--- config.mk ---
export PLATFORM = sky130hd
export DESIGN_NAME = add_image_deadlock_responder
export DESIGN_NICKNAME = d
export VERILOG_FILES = /design/src/rtl/add_image_deadlock_pkg.sv /design/src/rtl/add_image_deadlock_sat_cnt.sv /design/src/rtl/add_image_deadlock_responder.sv
export SDC_FILE = /design/constraint.sdc
export NUM_CORES = 1
export LEC_CHECK = 0
export ABC_AREA = 1
export CORE_MARGIN = 2
export CORE_UTILIZATION = 55
export DETAILED_ROUTE_END_ITERATION = 6
export GPL_TIMING_DRIVEN = 0
export PLACE_DENSITY = 0.84
export SYNTH_ARGS = -nofsm -noshare
export SYNTH_HDL_FRONTEND = slang
export SYNTH_HIERARCHICAL = 1
export SYNTH_SLANG_ARGS = --single-unit
export TNS_END_PERCENT = 30
--- constraint.sdc ---
create_clock -name clock -period 5.9 [get_ports clock]
set_input_delay 0.59 -clock clock [delete_from_list [all_inputs] [get_ports clock]]
set_output_delay 0.59 -clock clock [all_outputs]
set_load 0.005 [all_outputs]
--- src/rtl/add_image_deadlock_pkg.sv ---
// Shared types and widths for the add_image dataflow deadlock responder.
package add_image_deadlock_pkg;

    localparam int unsigned STATUS_AXIS_W = 5;
    localparam int unsigned STATUS_IDLE_W = 14;
    localparam int unsigned STATUS_CHAN_W = 5;
    localparam int unsigned EVENT_CNT_W   = 16;
    localparam int unsigned QUAL_CNT_W    = 16;
    localparam int unsigned REC_CNT_W     = 8;

    typedef enum logic [2:0] {
        ST_ARMED      = 3'd0,
        ST_QUALIFY    = 3'd1,
        ST_CAPTURE    = 3'd2,
        ST_RECOVER    = 3'd3,
        ST_WAIT_CLEAR = 3'd4
    } dl_state_e;

endpackage

--- src/rtl/add_image_deadlock_sat_cnt.sv ---
// Saturating up-counter with synchronous clear; clear together with increment loads 1.
module add_image_deadlock_sat_cnt #(
    parameter int unsigned WIDTH = 16
) (
    input  logic             i_clk,
    input  logic             i_rst_n,
    input  logic             i_clr,
    input  logic             i_inc,
    output logic [WIDTH-1:0] o_cnt
);

    logic [WIDTH-1:0] r_cnt;
    logic             w_sat;

    assign w_sat = &r_cnt;

    always_ff @(posedge i_clk or negedge i_rst_n) begin
        if (!i_rst_n) begin
            r_cnt <= '0;
        end else if (i_clr) begin
            r_cnt <= i_inc ? WIDTH'(1) : '0;
        end else if (i_inc && !w_sat) begin
            r_cnt <= r_cnt + WIDTH'(1);
        end
    end

    assign o_cnt = r_cnt;

endmodule

--- src/rtl/add_image_deadlock_responder.sv ---
// Debounces the dataflow deadlock flag, snapshots process status, raises a sticky irq and optionally flushes.
module add_image_deadlock_responder
    import add_image_deadlock_pkg::*;
#(
    parameter int unsigned DEBOUNCE_CYCLES = 16,
    parameter int unsigned RECOVER_CYCLES  = 8,
    parameter int unsigned AUTO_RECOVER    = 1
) (
    input  logic                     clock,
    input  logic                     reset,
    input  logic                     enable,
    input  logic                     block,
    input  logic [STATUS_AXIS_W-1:0] axis_block_sigs,
    input  logic [STATUS_IDLE_W-1:0] inst_idle_sigs,
    input  logic [STATUS_CHAN_W-1:0] inst_block_sigs,
    input  logic                     irq_ack,
    output logic                     irq,
    output logic                     flush,
    output logic [STATUS_AXIS_W-1:0] snap_axis,
    output logic [STATUS_IDLE_W-1:0] snap_idle,
    output logic [STATUS_CHAN_W-1:0] snap_chan,
    output logic [EVENT_CNT_W-1:0]   event_cnt,
    output logic [2:0]               state_dbg
);

    localparam logic [QUAL_CNT_W-1:0] QUAL_LAST = QUAL_CNT_W'(DEBOUNCE_CYCLES - 1);
    localparam logic [REC_CNT_W-1:0]  REC_LAST  = REC_CNT_W'(RECOVER_CYCLES - 1);

    logic [1:0]               r_rst_sync;
    logic                     w_rst_n;
    dl_state_e                r_state;
    dl_state_e                w_next;
    logic [REC_CNT_W-1:0]     r_rec_cnt;
    logic                     r_flush;
    logic                     r_irq;
    logic [STATUS_AXIS_W-1:0] r_snap_axis;
    logic [STATUS_IDLE_W-1:0] r_snap_idle;
    logic [STATUS_CHAN_W-1:0] r_snap_chan;
    logic [QUAL_CNT_W-1:0]    w_qual_cnt;
    logic                     w_qual_clr;
    logic                     w_qual_inc;
    logic                     w_capture;

    // Assertion is immediate; release is delayed by two clock edges.
    always_ff @(posedge clock or negedge reset) begin
        if (!reset) begin
            r_rst_sync <= '0;
        end else begin
            r_rst_sync <= {r_rst_sync[0], 1'b1};
        end
    end

    assign w_rst_n   = r_rst_sync[1];
    assign w_capture = (r_state == ST_CAPTURE);

    assign w_qual_clr = !((r_state == ST_QUALIFY) && enable && block);
    assign w_qual_inc = enable && block && ((r_state == ST_ARMED) || (r_state == ST_QUALIFY));

    add_image_deadlock_sat_cnt #(.WIDTH(QUAL_CNT_W)) u_qual_cnt (
        .i_clk   (clock),
        .i_rst_n (w_rst_n),
        .i_clr   (w_qual_clr),
        .i_inc   (w_qual_inc),
        .o_cnt   (w_qual_cnt)
    );

    add_image_deadlock_sat_cnt #(.WIDTH(EVENT_CNT_W)) u_event_cnt (
        .i_clk   (clock),
        .i_rst_n (w_rst_n),
        .i_clr   (1'b0),
        .i_inc   (w_capture),
        .o_cnt   (event_cnt)
    );

    always_comb begin
        w_next = r_state;
        case (r_state)
            ST_ARMED: begin
                if (enable && block) begin
                    w_next = (QUAL_LAST == '0) ? ST_CAPTURE : ST_QUALIFY;
                end
            end
            ST_QUALIFY: begin
                if (!block) begin
                    w_next = ST_ARMED;
                end else if (w_qual_cnt == QUAL_LAST) begin
                    w_next = ST_CAPTURE;
                end
            end
            ST_CAPTURE: begin
                w_next = (AUTO_RECOVER != 0) ? ST_RECOVER : ST_WAIT_CLEAR;
            end
            ST_RECOVER: begin
                if (r_rec_cnt == REC_LAST) begin
                    w_next = ST_WAIT_CLEAR;
                end
            end
            ST_WAIT_CLEAR: begin
                if (!block) begin
                    w_next = ST_ARMED;
                end
            end
            default: w_next = ST_ARMED;
        endcase
        if (!enable) begin
            w_next = ST_ARMED;
        end
    end

    always_ff @(posedge clock or negedge w_rst_n) begin
        if (!w_rst_n) begin
            r_state     <= ST_ARMED;
            r_rec_cnt   <= '0;
            r_flush     <= 1'b0;
            r_irq       <= 1'b0;
            r_snap_axis <= '0;
            r_snap_idle <= '0;
            r_snap_chan <= '0;
        end else begin
            r_state   <= w_next;
            r_rec_cnt <= ((r_state == ST_RECOVER) && (w_next == ST_RECOVER)) ?
                         r_rec_cnt + REC_CNT_W'(1) : '0;
            r_flush   <= (w_next == ST_RECOVER);
            // A capture beats a coincident acknowledge.
            if (w_capture) begin
                r_irq       <= 1'b1;
                r_snap_axis <= axis_block_sigs;
                r_snap_idle <= inst_idle_sigs;
                r_snap_chan <= inst_block_sigs;
            end else if (irq_ack) begin
                r_irq <= 1'b0;
            end
        end
    end

    assign flush     = r_flush && enable;
    assign irq       = r_irq;
    assign snap_axis = r_snap_axis;
    assign snap_idle = r_snap_idle;
    assign snap_chan = r_snap_chan;
    assign state_dbg = r_state;

endmodule

==> metrics, run 1 <==
standard cell area after detailed placement 4600 sq um; slowest cell delay on critical path 0.54 ns; commonest non-fill, non-tap cell in the layout nand2_1; Critical Path Start Type input port; drt drc 0; most prevalent standard cell on the critical path nand2_1; adder and majority gate portion of the synthesized area 0.0100; die area 7470 sq um; TritonCTS buffer count 9; hold_buf cts 0; Final Non-Filler Cells 671; H-tree levels 3; number of DRC markers after the initial detailed-route iteration 229; Die Width 86.4 um; xor and xnor fraction of the mapped netlist area 0.0234; CTS tree done; count of maximum capacitance violations 0; buffers added on ports 73; outcome finished clean; required time of the critical path 6.18 ns; average footprint of a synthesized cell 7.54 sq um; die boundary height 86.4 um; via count 3473; Worst Hold Launch r_rst_sync[0]; share of Yosys cell area claimed by the top area cell type 0.475; Cells after Synth 496; fraction of final layout cells sized beyond drive strength 1 0.0778; DR pass1 iterations 5; HPWL after detailed placement 6.06 mm; leakage power total 0.00225 uW; worst hold-check path type flop to flop; root buffer selected by CTS clkbuf_8; Setup CP Type input port to flop; maximum buffer depth of the clock tree 2; global-route wire length before repair 14.2 mm; cell area after synthesis 3740 sq um; fraction of the mapped netlist area in compound gates 0.0462; layout-stage area growth over the synthesis result 28.2%; critical path's slowest cell nor2_1; count of buffer and inverter cells on the critical path 2; post-DR vias/cell 5.18; setup_tns 0 ns; worst path cell trace clkdlybuf4s50_1 -> nand2_1 -> nor3_2 -> nand2_1 -> o21ai_0 -> inv_1 -> nor2_1 -> nand4_1 -> nand2_1; R2R Path Start state_dbg[0]; # clock sinks 71; area occupied by multi-input gates 1770 sq um; register area share after synthesis 0.475; Placed Instances 655; Reg clk slew, reported paths 0.07 ns; top-level port count 74; final-report setup violation count 0; Synth area leader dfrtp_1; Fmax 410 MHz; largest fanout on the critical path 10; wire length per cell 12.5 um; element type at the critical path end flop; total inserted antenna cells 0; worst-case setup margin in the final layout 3.46 ns; post-route antenna net violation count 0; clock latency on the worst-skew pair 0.34 ns; crit path from block; final hold violations 0; Ys Warns 6; count of cells resized by post-cts repair 0; starting utilization of the core area 0.560; overall overflow remaining after global route 0; placement-stage worst setup slack 3.15 ns; largest family of logic cells by synthesized area simple AND/OR/NAND/NOR gates; wirelength, routed 8.37 mm; post-synthesis mux area share 0; transition time at the pin with the least slew margin 0.874 ns; shortest period the worst path allows 2.44 ns; FP Rows 30; maximum number of pins on one net before global-route repair 70; initial antenna violation count 0; setup fix buffers added after clock tree synthesis 0; via count of the first global-routing pass 3249; standard cell core area 6680 sq um; Non-Filler Cell Area, Final 4790 sq um; synthesized-area fraction occupied by and/or/nand/nor cells 0.387; Storage cell area 1780 sq um; Worst Path Arrival 2.71 ns; ratio of final minimum period to clock period 0.413; Relative slew margins 0.417; Layout Nets 618; Max Transition Viols Final 0; Filler Cells Inserted 524; cell family with most CP delay simple AND/OR/NAND/NOR gates; GRT Total Usage 0.237; main area contributors after synthesis dfrtp_1 (48%), nand2_1 (20%), nor2_1 (5.9%); RD Place Congestion 0.840; final setup skew 0.0111 ns; synthesized flop and latch total 71; highest-count cells in the layout ignoring fill and taps nand2_1 (201), clkdlybuf4s50_1 (73), dfrtp_1 (70), nor2_1 (59), nand3_1 (38); power per unit of standard cell area 224 nW/um^2; peak ir drop on the vdd network 0.195 mV; number of library cell types mapped by synthesis 31; RSZ-0062 raised after global routing no
==> registers in the layout, indices dropped and copies added, names as in the netlist <==
register,flops
r_rst_sync,2
snap_idle,14
u_qual_cnt/o_cnt,16
u_event_cnt/o_cnt,16
state_dbg,3
irq,1
r_rec_cnt,8
snap_axis,5
snap_chan,5
r_flush,1
==> final timing paths <==
kind / end / slack [ns] / depth (start not counted)
worst max-delay path: u_qual_cnt/o_cnt[8] / 3.46 / 9
worst min-delay path: r_rst_sync[1] / 0.36 / 0
worst max register to register: u_event_cnt/o_cnt[2] / 3.68 / 8
worst min register to register: r_rst_sync[1] / 0.36 / 0
max in group asynchronous: snap_idle[6] / 4.89 / 0
min in group asynchronous: r_rst_sync[1] / 0.42 / 1
==> power breakdown <==
group | switching [uW] | total, uW | internal [uW]
sequential | 29.0 | 549 | 520
clock | 186 | 391 | 205
combinational | 49.1 | 136 | 86.7
==> cell families (layout without fill, tap and decap cells) <==
| group | after synthesis | in the layout |
|---|---|---|
| xor+xnor | 10 | 10 |
| fa+ha+maj | 3 | 3 |
| other cells | 2 | 8 |
| flops | 71 | 71 |
| simple gates | 334 | 334 |
| compound gates | 26 | 26 |
| buf+inv | 50 | 139 |
==> Yosys cell counts <==
cell,n
nand2_1,201
dfrtp_1,71
nor2_1,59
nand3_1,38
inv_1,36
nand4_1,19
xor2_1,9
a21oi_1,8
nor2_4,6
o21ai_0,6
inv_2,4
nand2_2,4
buf_2,3
clkbuf_1,3
ha_1,3
o21ai_1,3
o21bai_1,3
a21boi_1,2
buf_6,2
conb_1,2
inv_4,2
o21ai_4,2
or2_2,2
a31o_2,1
a32oi_1,1
and3_1,1
nand3_2,1
nand3b_1,1
nand4_4,1
nor3_2,1
xnor2_1,1
==> layout make-up <==
type,count,area share
buffer,8,0.0102
tap,80,0.0209
inverter,42,0.0339
clock buffer,10,0.0287
multi-input combinational,381,0.370
sequential,71,0.371
clock inverter,6,0.0125
timing repair buffer,73,0.152
==> through the flow <==
stage	total power (uW)	hold WS, ns	utilization
2_1_floorplan	595	0.294	-
5_1_grt	1120	0.370	0.717
3_5_place_dp	694	0.340	0.688
4_1_cts	1090	0.357	0.717
6_report	1080	0.356	0.717
3_3_place_gp	689	0.336	0.687
==> metal layers <==
| layer | global-route usage | part of all wire |
|---|---|---|
| met4 | 0.0810 | 0.010 |
| met1 | 0.306 | 0.45 |
| met5 | 0 | 0 |
| met2 | 0.394 | 0.49 |
| met3 | 0.0552 | 0.057 |
Note: power is estimated with default switching activity, not from simulation.
==> run 2, diff against run 1 <==
--- a/config.mk
+++ b/config.mk
@@ -7,10 +7,10 @@
 export LEC_CHECK = 0
 export ABC_AREA = 1
 export CORE_MARGIN = 2
-export CORE_UTILIZATION = 55
+export CORE_UTILIZATION = 52
 export DETAILED_ROUTE_END_ITERATION = 6
 export GPL_TIMING_DRIVEN = 0
-export PLACE_DENSITY = 0.84
+export PLACE_DENSITY = 0.8
 export SYNTH_ARGS = -nofsm -noshare
 export SYNTH_HDL_FRONTEND = slang
 export SYNTH_HIERARCHICAL = 1
==> constraint.sdc (replaced) <==
create_clock -name clock -period 2.5 [get_ports clock]
set_input_delay 0.25 -clock clock [delete_from_list [all_inputs] [get_ports clock]]
set_output_delay 0.25 -clock clock [all_outputs]
set_load 0.005 [all_outputs]
==> run 2 against run 1 <==
Clock-buffer cell count stayed put. Routed wire length up 0.23%. Cell count is 2.4% higher. Combinational power grew 140%. Clock power increased to 2.9 times the previous value. Critical path depth unchanged. First-iteration DRC count down 31%. Total power rose to 2.6 times the previous value. Non-clock buffer count unchanged. Design area is 1.6% higher. Flip-flop and latch count did not move. Largest cell class unchanged.
==> metrics, run 2 (synthesis gave the netlist of run 1 again) <==
most prevalent standard cell on the critical path nand2_1 (unchanged); final setup skew 0.00773 ns (was 0.0111 ns); Die Width 88.8 um (was 86.4 um); via count 3460 (was 3473); Filler Cells Inserted 546 (was 524); slowest cell delay on critical path 0.54 ns (about the same); HPWL after detailed placement 6.12 mm (was 6.06 mm); critical path's slowest cell nor2_1 (unchanged); R2R Path Start state_dbg[2] (was state_dbg[0]); number of DRC markers after the initial detailed-route iteration 158 (was 229); top-level port count 74 (unchanged); setup fix buffers added after clock tree synthesis 0 (unchanged); Layout Nets 618 (unchanged); die area 7880 sq um (was 7470 sq um); ratio of final minimum period to clock period 0.873; worst hold-check path type input port to asynchronous set/reset pin (was flop to flop); Final Core Density 0.709 (was 0.717); layout-stage area growth over the synthesis result 30.3% (was 28.2%); count of cells resized by post-cts repair 0 (unchanged); maximum number of pins on one net before global-route repair 70 (unchanged); worst path cell trace inv_2 -> nand2_1 -> nor3_2 -> nand2_1 -> o21ai_0 -> inv_1 -> nor2_1 -> nand4_1 -> nand2_1 (was clkdlybuf4s50_1 -> nand2_1 -> nor3_2 -> nand2_1 -> o21ai_0 -> inv_1 -> nor2_1 -> nand4_1 -> nand2_1); Critical Path Start Type flop (was input port); GRT Total Usage 0.233 (was 0.237); drt drc 0 (unchanged); post-DR vias/cell 5.04 (was 5.18); largest fanout on the critical path 10 (unchanged); final hold violations 0 (unchanged); root buffer selected by CTS clkbuf_8 (unchanged); Worst Path Arrival 2.46 ns (was 2.71 ns); fraction of final layout cells sized beyond drive strength 1 0.0778 (unchanged); global-route wire length before repair 14.3 mm (was 14.2 mm); starting utilization of the core area 0.544 (was 0.560); element type at the critical path end flop (unchanged); TritonCTS buffer count 9 (unchanged); Setup CP Type flop to flop (was input port to flop); total inserted antenna cells 0 (unchanged); count of buffer and inverter cells on the critical path 2 (unchanged); shortest period the worst path allows 2.18 ns; buffers added on ports 73 (unchanged); wirelength, routed 8.39 mm (was 8.37 mm); leakage power total 0.00228 uW (was 0.00225 uW); Relative slew margins 0.419 (was 0.417); power per unit of standard cell area 568 nW/um^2 (was 224 nW/um^2); required time of the critical path 2.78 ns (was 6.18 ns); die boundary height 88.8 um (was 86.4 um); RSZ-0062 raised after global routing no (unchanged); initial antenna violation count 0 (unchanged); CTS tree done (unchanged); final-report setup violation count 0 (unchanged); commonest non-fill, non-tap cell in the layout nand2_1 (unchanged); count of maximum capacitance violations 0 (unchanged); cell family with most CP delay simple AND/OR/NAND/NOR gates (unchanged); hold_buf cts 0 (unchanged); RD Place Congestion 0.853 (was 0.840); via count of the first global-routing pass 3209 (was 3249); wire length per cell 12.2 um (was 12.5 um); overall overflow remaining after global route 0 (unchanged); # clock sinks 71 (unchanged); Max Transition Viols Final 0 (unchanged); transition time at the pin with the least slew margin 0.872 ns (was 0.874 ns); H-tree levels 3 (unchanged); post-route antenna net violation count 0 (unchanged); standard cell core area 6870 sq um (was 6680 sq um); maximum buffer depth of the clock tree 2 (unchanged); DR pass1 iterations 5 (unchanged); outcome finished clean (unchanged); crit path from state_dbg[2] (was block); FP Rows 30 (unchanged); peak ir drop on the vdd network 0.465 mV (was 0.195 mV); post-layout total power 2770 uW (was 1080 uW); Fmax 458 MHz; Reg clk slew, reported paths 0.08 ns (was 0.07 ns); highest-count cells in the layout ignoring fill and taps nand2_1 (201), clkdlybuf4s50_1 (73), dfrtp_1 (70), nor2_1 (59), nand3_1 (38) (unchanged); clock latency on the worst-skew pair 0.35 ns (was 0.34 ns)
## run 2: worst paths after layout
path	endpoint	slack (ns)	cells past startpoint
max reg2reg	u_qual_cnt/o_cnt[14]	0.32	9
min	r_rst_sync[1]	0.06	1
max	u_qual_cnt/o_cnt[14]	0.32	9
min reg2reg	r_rst_sync[1]	0.35	0
max in group asynchronous	u_qual_cnt/o_cnt[3]	1.49	0
min in group clock	r_rst_sync[1]	0.35	0
## run 2: layout make-up
class                           instances  area, sq um  area share
Multi-Input combinational cell        381         1770       0.364
Sequential cell                        71         1780       0.366
Clock inverter                          6          116      0.0239
Tap cell                               96          120      0.0247
Inverter                               42          163      0.0334
Buffer                                  8         48.8      0.0100
Timing Repair Buffer                   73          731       0.150
Clock buffer                           10          138      0.0283
## run 2: report_power, final
group	total [uW]	internal (uW)	switching (uW)
clock network	1150	697	454
registers	1290	1230	66.6
logic	321	205	116
total	2770	2130	637
## run 2: worst register-to-register path, delay by kind of cell (launching register included)
kind	cells	cell delay, ns
flip-flops	1	0.41
AND/OR/NAND/NOR	6	1.32
buffers and inverters	2	0.20
AO/OA/AOI/OAI	1	0.18
## run 2: routing by layer
metal / routed length [um] / share of wire / track usage
met2: 4000 / 0.48 / 0.366
met4: 125 / 0.015 / 0.0978
met1: 3720 / 0.44 / 0.302
met5: 0 / 0 / 0
met3: 539 / 0.064 / 0.0672
## run 2: through the flow
step / area (sq um) / hold slack, ns / setup TNS [ns] / setup WS, ns / cells
after floorplan: 3760 / -0.0456 / 0 / 0.376 / 502
after global placement: 4610 / 0.338 / -31.21 / -0.453 / 671
after detailed placement: 4620 / 0.340 / 0 / 0.0625 / 671
after CTS: 4870 / 0.0458 / 0 / 0.300 / 687
after global routing: 4870 / 0.0529 / 0 / 0.0335 / 687
final: 4870 / 0.0624 / 0 / 0.317 / 687
